==> config.mk <==
export PLATFORM = sky130hd
export DESIGN_NAME = inst_fetch_unit
export DESIGN_NICKNAME = d
export VERILOG_FILES = /design/src/rtl/inst_fetch_pkg.sv /design/src/rtl/inst_mem.sv /design/src/rtl/inst_fetch_unit.sv
export SDC_FILE = /design/constraint.sdc
export NUM_CORES = 2
export LEC_CHECK = 0
export CAP_MARGIN = 20
export CORE_MARGIN = 2
export CORE_UTILIZATION = 39
export DETAILED_ROUTE_END_ITERATION = 7
export GPL_ROUTABILITY_DRIVEN = 0
export PLACE_DENSITY = 0.53
export SYNTH_ARGS = -nofsm -noshare
export SYNTH_HDL_FRONTEND = slang
export SYNTH_SLANG_ARGS = --single-unit
==> constraint.sdc <==
create_clock -name clk -period 8.45 [get_ports clk]
set_input_delay 1.69 -clock clk [delete_from_list [all_inputs] [get_ports clk]]
set_output_delay 1.69 -clock clk [all_outputs]
set_load 0.02 [all_outputs]
==> src/rtl/inst_fetch_pkg.sv <==
// Shared types and constants for the instruction-fetch front end.
// Used by inst_fetch_unit and its inst_mem sub-module.
package inst_fetch_pkg;

  typedef enum logic [1:0] {
    StIdle,
    StRun,
    StHalt
  } fetch_state_e;

  localparam int unsigned OPCODE_W = 6;
  localparam logic [OPCODE_W-1:0] HALT_OPCODE = 6'h3F;

  function automatic logic is_halt_opcode(input logic [OPCODE_W-1:0] opcode);
    return opcode == HALT_OPCODE;
  endfunction

endpackage

==> src/rtl/inst_mem.sv <==
// Single-port program RAM: synchronous write, registered synchronous read.
// Only the read register is reset; the array itself keeps its contents.
module inst_mem #(
  parameter int unsigned DATA_W = 32,
  parameter int unsigned DEPTH  = 64,
  localparam int unsigned AW    = $clog2(DEPTH)
) (
  input  logic              clk,
  input  logic              rst_n,
  input  logic              we,
  input  logic              re,
  input  logic [AW-1:0]     addr,
  input  logic [DATA_W-1:0] wdata,
  output logic [DATA_W-1:0] rdata
);

  logic [DATA_W-1:0] mem [DEPTH];
  logic [DATA_W-1:0] rdata_q;

  always_ff @(posedge clk) begin
    if (we) begin
      mem[addr] <= wdata;
    end
  end

  // Read register holds its value whenever re is low, which implements stall hold.
  always_ff @(posedge clk or negedge rst_n) begin
    if (!rst_n) begin
      rdata_q <= '0;
    end else if (re) begin
      rdata_q <= mem[addr];
    end
  end

  assign rdata = rdata_q;

endmodule

==> src/rtl/inst_fetch_unit.sv <==
// Instruction-fetch front end: loadable program memory, PC sequencing, stall/redirect, halt detect.
// Optional INST_FETCH_UNIT_PERF_EN adds a saturating consumed-instruction counter (fetch_count).
module inst_fetch_unit
  import inst_fetch_pkg::*;
#(
  parameter int unsigned DATA_W   = 32,
  parameter int unsigned DEPTH    = 64,
  parameter int unsigned RESET_PC = 0,
  localparam int unsigned AW      = $clog2(DEPTH)
) (
  input  logic              clk,
  input  logic              rst_n,
  input  logic              load_en,
  input  logic [AW-1:0]     load_addr,
  input  logic [DATA_W-1:0] load_data,
  input  logic              start,
  input  logic              stall,
  input  logic              redirect_valid,
  input  logic [AW-1:0]     redirect_pc,
  output logic [DATA_W-1:0] inst_out,
  output logic              inst_valid,
  output logic [AW-1:0]     pc_out,
  output logic              halted
`ifdef INST_FETCH_UNIT_PERF_EN
  ,
  output logic [31:0]       fetch_count
`endif
);

  if (DEPTH < 2 || (DEPTH & (DEPTH - 1)) != 0) begin : g_bad_depth
    $error("DEPTH must be a power of two and at least 2");
  end
  if (RESET_PC >= DEPTH) begin : g_bad_reset_pc
    $error("RESET_PC must address a word inside the program memory");
  end
  if (DATA_W < OPCODE_W) begin : g_bad_width
    $error("DATA_W must hold the opcode field");
  end

  fetch_state_e      state_q, state_d;
  logic [AW-1:0]     pc_q, pc_d;
  logic [AW-1:0]     pc_out_q, pc_out_d;
  logic              valid_q, valid_d;
  logic              mem_we, mem_re;
  logic [AW-1:0]     mem_addr;
  logic [DATA_W-1:0] mem_rdata;
  logic              halt_presented;

  inst_mem #(
    .DATA_W (DATA_W),
    .DEPTH  (DEPTH)
  ) u_inst_mem (
    .clk   (clk),
    .rst_n (rst_n),
    .we    (mem_we),
    .re    (mem_re),
    .addr  (mem_addr),
    .wdata (load_data),
    .rdata (mem_rdata)
  );

  assign halt_presented = valid_q && is_halt_opcode(mem_rdata[DATA_W-1 -: OPCODE_W]);

  always_comb begin
    state_d  = state_q;
    pc_d     = pc_q;
    pc_out_d = pc_out_q;
    valid_d  = valid_q;
    mem_we   = 1'b0;
    mem_re   = 1'b0;
    mem_addr = pc_q;
    case (state_q)
      StIdle, StHalt: begin
        // A write and a start on the same edge both take effect; the fetch follows next edge.
        if (load_en) begin
          mem_we   = 1'b1;
          mem_addr = load_addr;
        end
        if (start) begin
          state_d = StRun;
          pc_d    = AW'(RESET_PC);
          valid_d = 1'b0;
        end
      end
      StRun: begin
        if (redirect_valid) begin
          pc_d    = redirect_pc;
          valid_d = 1'b0;
        end else if (!stall) begin
          if (halt_presented) begin
            // Halt word has been consumed; stop without fetching further.
            state_d = StHalt;
            valid_d = 1'b0;
          end else begin
            mem_re   = 1'b1;
            pc_out_d = pc_q;
            pc_d     = pc_q + AW'(1);
            valid_d  = 1'b1;
          end
        end
      end
      default: begin
        state_d = StIdle;
        valid_d = 1'b0;
      end
    endcase
  end

  always_ff @(posedge clk or negedge rst_n) begin
    if (!rst_n) begin
      state_q  <= StIdle;
      pc_q     <= AW'(RESET_PC);
      pc_out_q <= '0;
      valid_q  <= 1'b0;
    end else begin
      state_q  <= state_d;
      pc_q     <= pc_d;
      pc_out_q <= pc_out_d;
      valid_q  <= valid_d;
    end
  end

  assign inst_out   = mem_rdata;
  assign inst_valid = valid_q;
  assign pc_out     = pc_out_q;
  assign halted     = (state_q == StHalt);

`ifdef INST_FETCH_UNIT_PERF_EN
  logic [31:0] fetch_count_q;

  always_ff @(posedge clk or negedge rst_n) begin
    if (!rst_n) begin
      fetch_count_q <= '0;
    end else if (start && state_q != StRun) begin
      fetch_count_q <= '0;
    end else if (valid_q && !stall && fetch_count_q != 32'hFFFF_FFFF) begin
      fetch_count_q <= fetch_count_q + 32'd1;
    end
  end

  assign fetch_count = fetch_count_q;
`endif

  halted_no_valid: assert property (@(posedge clk) disable iff (!rst_n) halted |-> !inst_valid);
  valid_only_run: assert property (@(posedge clk) disable iff (!rst_n)
                                   inst_valid |-> state_q == StRun);

endmodule

== Word-level counts from Yosys, hierarchy flattened ==
Memories as Yosys holds them, arrays and structs flattened. A register that Yosys moved wholly into a read port is not among the register bits.
Index checks and enable logic that the tools add are counted.

* Flip-flop bits (word level): 15
* Latch bits: 0
* RAM bits: 2048
* ROM bits: 0
* Input bits: 50
* Output and inout bits: 40
* Word-level logic and storage cells: 51
* Memories kept: 1

* Add/sub/neg operators: 1
* Multiply operators: 0
* Divide/modulo/power cells: 0
* Order comparisons: 0
* Eq/ne operators: 9
* Shift-type cells: 0
* Muxes and demuxes: 24
* Bitwise logic cells: 3
* Reductions and logical operators: 9

{| class="wikitable"
|+ Memory list
! memory !! words !! width !! rd ports !! clocked after memory_dff !! write ports !! line !! RTL
|-
| u_inst_mem.mem || 64 || 32 || 1 || 1 || 1 || inst_mem.sv:17 || <nowiki>logic [DATA_W-1:0] mem [DEPTH];</nowiki>
|}

{| class="wikitable"
|+ Operators with widths
! cell !! number
|-
| 2-to-1 mux 6 bit || 6
|-
| case mux 6 bit (2 select lines) || 1
|-
| AND reduction 4 bit || 3
|-
| 2-to-1 mux 1 bit || 11
|-
| 2-to-1 mux 2 bit || 4
|-
| != test 2 bit, second input constant || 4
|-
| adder 6 x 1 -> 6 bit, second input constant || 1
|-
| equality test 6 bit, second input constant || 1
|-
| != test 3 bit, second input constant || 2
|-
| case mux 2 bit (2 select lines) || 1
|-
| inverter 1 bit || 3
|-
| equality test 2 x 1 -> 1 bit, second input constant || 1
|-
| equality test 2 bit, second input constant || 1
|-
| zero test 2 bit || 1
|-
| case mux 1 bit (2 select lines) || 1
|-
| AND reduction 2 bit || 1
|-
| nonzero test 2 bit || 1
|-
| OR reduction 2 bit || 1
|-
| logical AND 1 bit || 1
|-
| zero test 1 bit || 1
|}

== Longest topological paths before layout ==
* Depth in word-level cells: 6
* Depth in mapped cells: 12
* Gate-level depth less buffers: 7

== Cells and area by module ==
From an unflattened synthesis, not the netlist that was laid out.

* Cells, all modules: 4364
* Area total of the unflattened synthesis: 80838.8 um^2

{| class="wikitable"
|+ Modules (own cells, without submodules)
! module !! instances !! cells an instance !! area each (um^2) !! seq. area each (um^2)
|-
| inst_mem || 1 || 4279 || 79932.9 || 62299.8
|-
| inst_fetch_unit || 1 || 85 || 905.9 || 375.4
|}

== Least setup slack after synthesis ==
Ideal clock, no wire load.

* Path kind: input port to flip-flop
* Start point: input load_en
* End point: memory u_inst_mem.mem[40][0] (enable)
* Setup time: 461 ps
* Arrival time: 5231 ps
* Required time: 7989 ps
* Slack: 2758 ps
* Cell stages on the path: 7
* Buffers on the path: 4
* Path through: and2b_4 -> mux2_2 -> buf_2 -> buf_2 -> buf_2 -> buf_1 -> nor3_1

* Longest elaborated chain between the ends: 4
* Elaborated cells between the ends (all ways): 6
* Classes of those cells: 6 x mux

{| class="wikitable"
|+ RTL lines
! item !! line !! RTL
|-
| start, declared || inst_fetch_unit.sv:13 || <nowiki>input logic load_en,</nowiki>
|-
| 2-to-1 mux 1 bit || inst_fetch_unit.sv:75 || <nowiki>if (load_en) begin</nowiki>
|-
| 2-to-1 mux 1 bit || inst_fetch_unit.sv:72 || <nowiki>case (state_q)</nowiki>
|-
| 2-to-1 mux 1 bit || inst_mem.sv:21 || <nowiki>if (we) begin</nowiki>
|-
| 2-to-1 mux 1 bit (not written as such) || inst_mem.sv:22 || <nowiki>mem[addr] <= wdata;</nowiki>
|-
| end, declared || inst_mem.sv:17 ||
|}

Several ways; a longest one is shown, not always the timed one.

== Worst setup path in the final report ==
* Start point: input load_en
* End point: register u_inst_mem.rdata_q[17] (netlist: u_inst_mem.rdata[17]), read port of u_inst_mem.mem

* Longest elaborated chain between the ends: 2

{| class="wikitable"
|+ RTL lines
! item !! line !! RTL
|-
| 2-to-1 mux 6 bit || inst_fetch_unit.sv:75 ||
|-
| 2-to-1 mux 6 bit || inst_fetch_unit.sv:72 ||
|-
| end, declared || inst_mem.sv:18 || <nowiki>logic [DATA_W-1:0] rdata_q;</nowiki>
|}

Every way passes these cells.
A chain may end at the register's enable or synchronous reset.

==> impl_metrics.xml <==
<?xml version="1.0" encoding="UTF-8"?>
<metrics>
  <group name="synthesis">
    <metric name="postSynthCellCount" unit="">4529</metric>
    <metric name="ys.warnings.count" unit="">0</metric>
    <metric name="ys_seq_elements" unit="">2095</metric>
    <metric name="postSynth.asyncResetShare" unit="%">2.24</metric>
    <metric name="synth-seq-area-share" unit="%">79.4</metric>
    <metric name="syn_avg_cell_area" unit="sq um">17.4</metric>
    <metric name="yosys_most_used_dff" unit="">sky130_fd_sc_hd__edfxtp_1</metric>
    <metric name="syn_area" unit="sq mm">0.0789</metric>
    <metric name="synthesis.nets" unit="">4580</metric>
    <metric name="number_of_flops_mapped_to_enable_cells_by_yosys" unit="">2048</metric>
    <metric name="yosysUniqueCellTypes" unit="">73</metric>
  </group>
  <group name="die">
    <metric name="std_cell_rows" unit="">165</metric>
    <metric name="initial_utilization" unit="%">39.1</metric>
    <metric name="die_width" unit="um">454</metric>
    <metric name="die_y" unit="um">454</metric>
    <metric name="fp.dieArea" unit="sq mm">0.206</metric>
    <metric name="core" unit="sq mm">0.202</metric>
    <metric name="pin_count" unit="">90</metric>
  </group>
  <group name="power_and_ir_drop">
    <metric name="pwr_density_cell" unit="mW/mm^2">328</metric>
    <metric name="power.total" unit="mW">30.0</metric>
    <metric name="leakagePower" unit="nW">29.3</metric>
    <metric name="power.ir.vdd_worst" unit="mV">0.269</metric>
  </group>
  <group name="run_status">
    <metric name="run_status" unit="">finished clean</metric>
  </group>
  <group name="min_path">
    <metric name="worst_hold_path.endpoint" unit="">pc_out[4]</metric>
    <metric name="hp-class" unit="">flop to flop</metric>
    <metric name="min_path_cells" unit="">2</metric>
    <metric name="hold_path.startpoint" unit="">pc_out[4]</metric>
  </group>
  <group name="placement">
    <metric name="hpwlAfterDp" unit="mm">161</metric>
    <metric name="port_buffers" unit="">89</metric>
  </group>
  <group name="global_route">
    <metric name="grt-ovfl-total" unit="">0</metric>
    <metric name="initial_antenna_violation_count" unit="">25</metric>
    <metric name="grt_max_degree" unit="">93</metric>
    <metric name="first_global_vias" unit="">44800</metric>
    <metric name="grt_first_pass_wirelength" unit="mm">384</metric>
    <metric name="globalRouteTotalUtil" unit="%">27.0</metric>
  </group>
  <group name="sta">
    <metric name="final.period_utilization" unit="%">67.0</metric>
    <metric name="timing.final.setup_violations" unit="">0</metric>
    <metric name="relSlewSlack" unit="%">16.0</metric>
    <metric name="rsz0062_at_grt" unit="">no</metric>
    <metric name="finalHoldViolCount" unit="">0</metric>
    <metric name="fin_worst_skew" unit="ns">0.0296</metric>
    <metric name="max_freq" unit="GHz">0.177</metric>
    <metric name="post-route-min-period" unit="ns">5.66</metric>
    <metric name="totalNegativeSetupSlack" unit="ns">0</metric>
    <metric name="tightest_slew" unit="ns">1.26</metric>
    <metric name="final_max_slew_viol_count" unit="">0</metric>
  </group>
  <group name="routing">
    <metric name="ant_nets" unit="">0</metric>
    <metric name="routed_wl" unit="mm">283</metric>
    <metric name="detailroute.via_count" unit="">47500</metric>
    <metric name="detailedRoute.firstPassIterationCount" unit="">8</metric>
    <metric name="avgViaCountPerCell" unit="">6.22</metric>
    <metric name="drt_wl_cell" unit="um">37.0</metric>
    <metric name="drcViolationCount" unit="">0</metric>
    <metric name="drt_iter0_markers" unit="">7901</metric>
  </group>
  <group name="worst_setup_path">
    <metric name="timing.critical_path.to_type" unit="">flop</metric>
    <metric name="ff2ff_path_depth" unit="">9</metric>
    <metric name="worstSetupPathType" unit="">primary input to flop</metric>
    <metric name="timing.critical_path.slowest_cell_delay" unit="ns">0.75</metric>
    <metric name="r2r-end" unit="">u_inst_mem.rdata[17]</metric>
    <metric name="path_max_fanout" unit="">72</metric>
    <metric name="worst-endpoint-arrival" unit="ns">6.38</metric>
    <metric name="worst_ep_required_time" unit="ns">9.17</metric>
    <metric name="worstPathCellList" unit="">clkdlybuf4s50_1 -&gt; and2b_4 -&gt; mux2i_4 -&gt; buf_12 -&gt; mux2i_1 -&gt; o22ai_1 -&gt; o21ai_0 -&gt; nand4_1 -&gt; o32a_1</metric>
    <metric name="r2r-start" unit="">state_q[0]</metric>
    <metric name="slowest_stage" unit="">sky130_fd_sc_hd__mux2i_4</metric>
    <metric name="crit_path_start_kind" unit="">primary input</metric>
    <metric name="r2r_slack" unit="ns">3.60</metric>
  </group>
  <group name="cells_and_area">
    <metric name="area.sequential" unit="sq mm">0.0627</metric>
    <metric name="multi_input_gate_area_in_the_final_layout" unit="sq mm">0.0156</metric>
    <metric name="layout-drive-gt1-share" unit="%">13.5</metric>
    <metric name="fillCellCount" unit="">17300</metric>
    <metric name="finalNetCount" unit="">4819</metric>
    <metric name="synthToLayoutAreaGrowth" unit="%">15.8</metric>
  </group>
  <group name="clock_network">
    <metric name="postCtsHoldBufs" unit="">0</metric>
    <metric name="h-tree-depth" unit="">4</metric>
    <metric name="cts.path.max_buffers" unit="">3</metric>
    <metric name="path_clk_slew" unit="ns">0.06</metric>
    <metric name="clk-insertion-delay-late" unit="ns">0.86</metric>
    <metric name="postCtsResizedCells" unit="">0</metric>
    <metric name="post-cts-setup-buffer-count" unit="">0</metric>
    <metric name="numCtsBuffers" unit="">214</metric>
    <metric name="cts-root-buf" unit="">sky130_fd_sc_hd__clkbuf_16</metric>
    <metric name="cts_tree" unit="">done</metric>
    <metric name="cts.sinks" unit="">2095</metric>
  </group>
  <group name="flow_run">
    <metric name="cap_viol_max_count" unit="">0</metric>
  </group>
</metrics>
## flip-flops by register name, indices dropped and copies added, names as in the netlist
signal / cells
u_inst_mem.rdata: 32
state_q: 2
pc_q: 6
u_inst_mem.mem: 2048
inst_valid: 1
pc_out: 6
## stage by stage
| stage | util (%) | area [sq um] | hold slack (ns) | setup WS, ns | instances |
|---|---|---|---|---|---|
| 2_1_floorplan | - | 78900 | 0.532 | 2.76 | 4529 |
| 3_3_place_gp | 41.8 | 84200 | 0.463 | 1.92 | 7210 |
| 3_5_place_dp | 41.9 | 84400 | 0.464 | 2.05 | 7219 |
| 4_1_cts | 45.3 | 91300 | 0.479 | 2.95 | 7616 |
| 5_1_grt | 45.3 | 91400 | 0.492 | 2.69 | 7622 |
| 6_report | 45.3 | 91400 | 0.476 | 2.79 | 7628 |
## critical path: cells and delay by family
kind,cells,cell delay [ns]
AND/OR/NAND/NOR,2,1.25
AO/OA/AOI/OAI,3,1.18
buffers and inverters,2,1.07
multiplexers,2,1.03
## cells by family after synthesis
kind of cell	after synthesis	synth area share, %
AO/OA/AOI/OAI	1167	10.8
adder cells (fa/ha/maj)	1	0.0158
buffers and inverters	302	1.80
flip-flops	2095	79.4
multiplexers	350	4.54
AND/OR/NAND/NOR	614	3.39
## worst max-delay path by stage
stage	from	to	slack, ns	depth (start not counted)
final	load_en	u_inst_mem.rdata[17]	2.79	9
after global routing	load_en	u_inst_mem.rdata[17]	2.69	9
after CTS	load_en	u_inst_mem.rdata[3]	2.95	10
after detailed placement	load_en	u_inst_mem.rdata[3]	2.05	10
after global placement	load_addr[2]	u_inst_mem.rdata[19]	1.92	8
after floorplan	load_en	u_inst_mem.mem[40][0]	2.76	7
## final cells by class
class / instances / share of cell area (%)
diodes: 7 / 0.0192
clock buffers: 301 / 6.41
clock inverters: 96 / 1.13
inverters: 10 / 0.0411
multi-input cells: 2132 / 17.1
flip-flops and latches: 2095 / 68.6
well taps: 2672 / 3.66
repair buffers: 315 / 3.13
## Yosys cell counts, types with 5 or more instances
master / count / share of area [%]
sky130_fd_sc_hd__mux2i_1: 300 / 3.8
sky130_fd_sc_hd__mux2_1: 33 / 0.47
sky130_fd_sc_hd__buf_4: 31 / 0.29
sky130_fd_sc_hd__a41oi_1: 11 / 0.12
sky130_fd_sc_hd__buf_1: 50 / 0.24
sky130_fd_sc_hd__nand3_1: 35 / 0.22
sky130_fd_sc_hd__nor2_1: 122 / 0.58
sky130_fd_sc_hd__a221oi_1: 96 / 1.1
sky130_fd_sc_hd__nand2_1: 325 / 1.5
sky130_fd_sc_hd__inv_1: 9 / 0.043
sky130_fd_sc_hd__a21oi_1: 142 / 0.90
sky130_fd_sc_hd__o22ai_1: 81 / 0.64
sky130_fd_sc_hd__a31oi_1: 96 / 0.76
sky130_fd_sc_hd__nand2b_1: 8 / 0.063
sky130_fd_sc_hd__o221ai_1: 9 / 0.10
sky130_fd_sc_hd__a222oi_1: 70 / 0.89
sky130_fd_sc_hd__o21ai_1: 6 / 0.038
sky130_fd_sc_hd__a221o_1: 17 / 0.22
sky130_fd_sc_hd__o32a_1: 16 / 0.20
sky130_fd_sc_hd__o21a_1: 8 / 0.076
sky130_fd_sc_hd__a2111oi_0: 6 / 0.067
sky130_fd_sc_hd__nand4b_1: 5 / 0.055
sky130_fd_sc_hd__or4_1: 14 / 0.13
sky130_fd_sc_hd__or3_1: 13 / 0.10
sky130_fd_sc_hd__a22oi_1: 289 / 2.7
sky130_fd_sc_hd__o31a_1: 7 / 0.078
sky130_fd_sc_hd__o2111ai_1: 8 / 0.089
sky130_fd_sc_hd__o22a_1: 60 / 0.67
sky130_fd_sc_hd__clkbuf_1: 99 / 0.47
sky130_fd_sc_hd__buf_2: 107 / 0.68
sky130_fd_sc_hd__o21ai_0: 116 / 0.74
sky130_fd_sc_hd__o211ai_1: 23 / 0.22
sky130_fd_sc_hd__nand4_1: 19 / 0.15
sky130_fd_sc_hd__dfrtp_1: 47 / 1.5
sky130_fd_sc_hd__a31o_2: 5 / 0.055
sky130_fd_sc_hd__buf_6: 5 / 0.071
sky130_fd_sc_hd__mux2_2: 15 / 0.21
sky130_fd_sc_hd__a22o_1: 60 / 0.67
sky130_fd_sc_hd__nor4_1: 19 / 0.15
sky130_fd_sc_hd__edfxtp_1: 2048 / 78
sky130_fd_sc_hd__o31ai_1: 10 / 0.095
sky130_fd_sc_hd__nor3_1: 40 / 0.25
## layer usage
layer | share of wire, % | track usage [%] | vias up
met4 | 3.1 | 8.28 | 10
met5 | 0.022 | 0 | -
met1 | 41 | 38.9 | 25000
met2 | 45 | 41.4 | 2951
li1 | - | - | 19100
met3 | 11 | 5.50 | 416
## where the power goes
group          switching (mW)  internal [mW]  leakage, nW
Sequential              0.267           11.6         18.9
Clock                    4.02           5.35         3.34
Combinational            6.19           2.63         7.02
Total                    10.5           19.5         29.3
## cells in the final DEF, fill, tap and decap left out, drive strengths merged, types with 68 or more instances in the layout
| cell type | n |
|---|---|
| o22ai | 81 |
| o21ai | 122 |
| mux2i | 302 |
| a221oi | 96 |
| a22oi | 289 |
| clkinv | 68 |
| buf | 258 |
| nand2 | 325 |
| clkbuf | 301 |
| a222oi | 70 |
| nor2 | 123 |
| a21oi | 142 |
| a31oi | 97 |
| edfxtp | 2048 |
(Power assumes the default switching activity.)
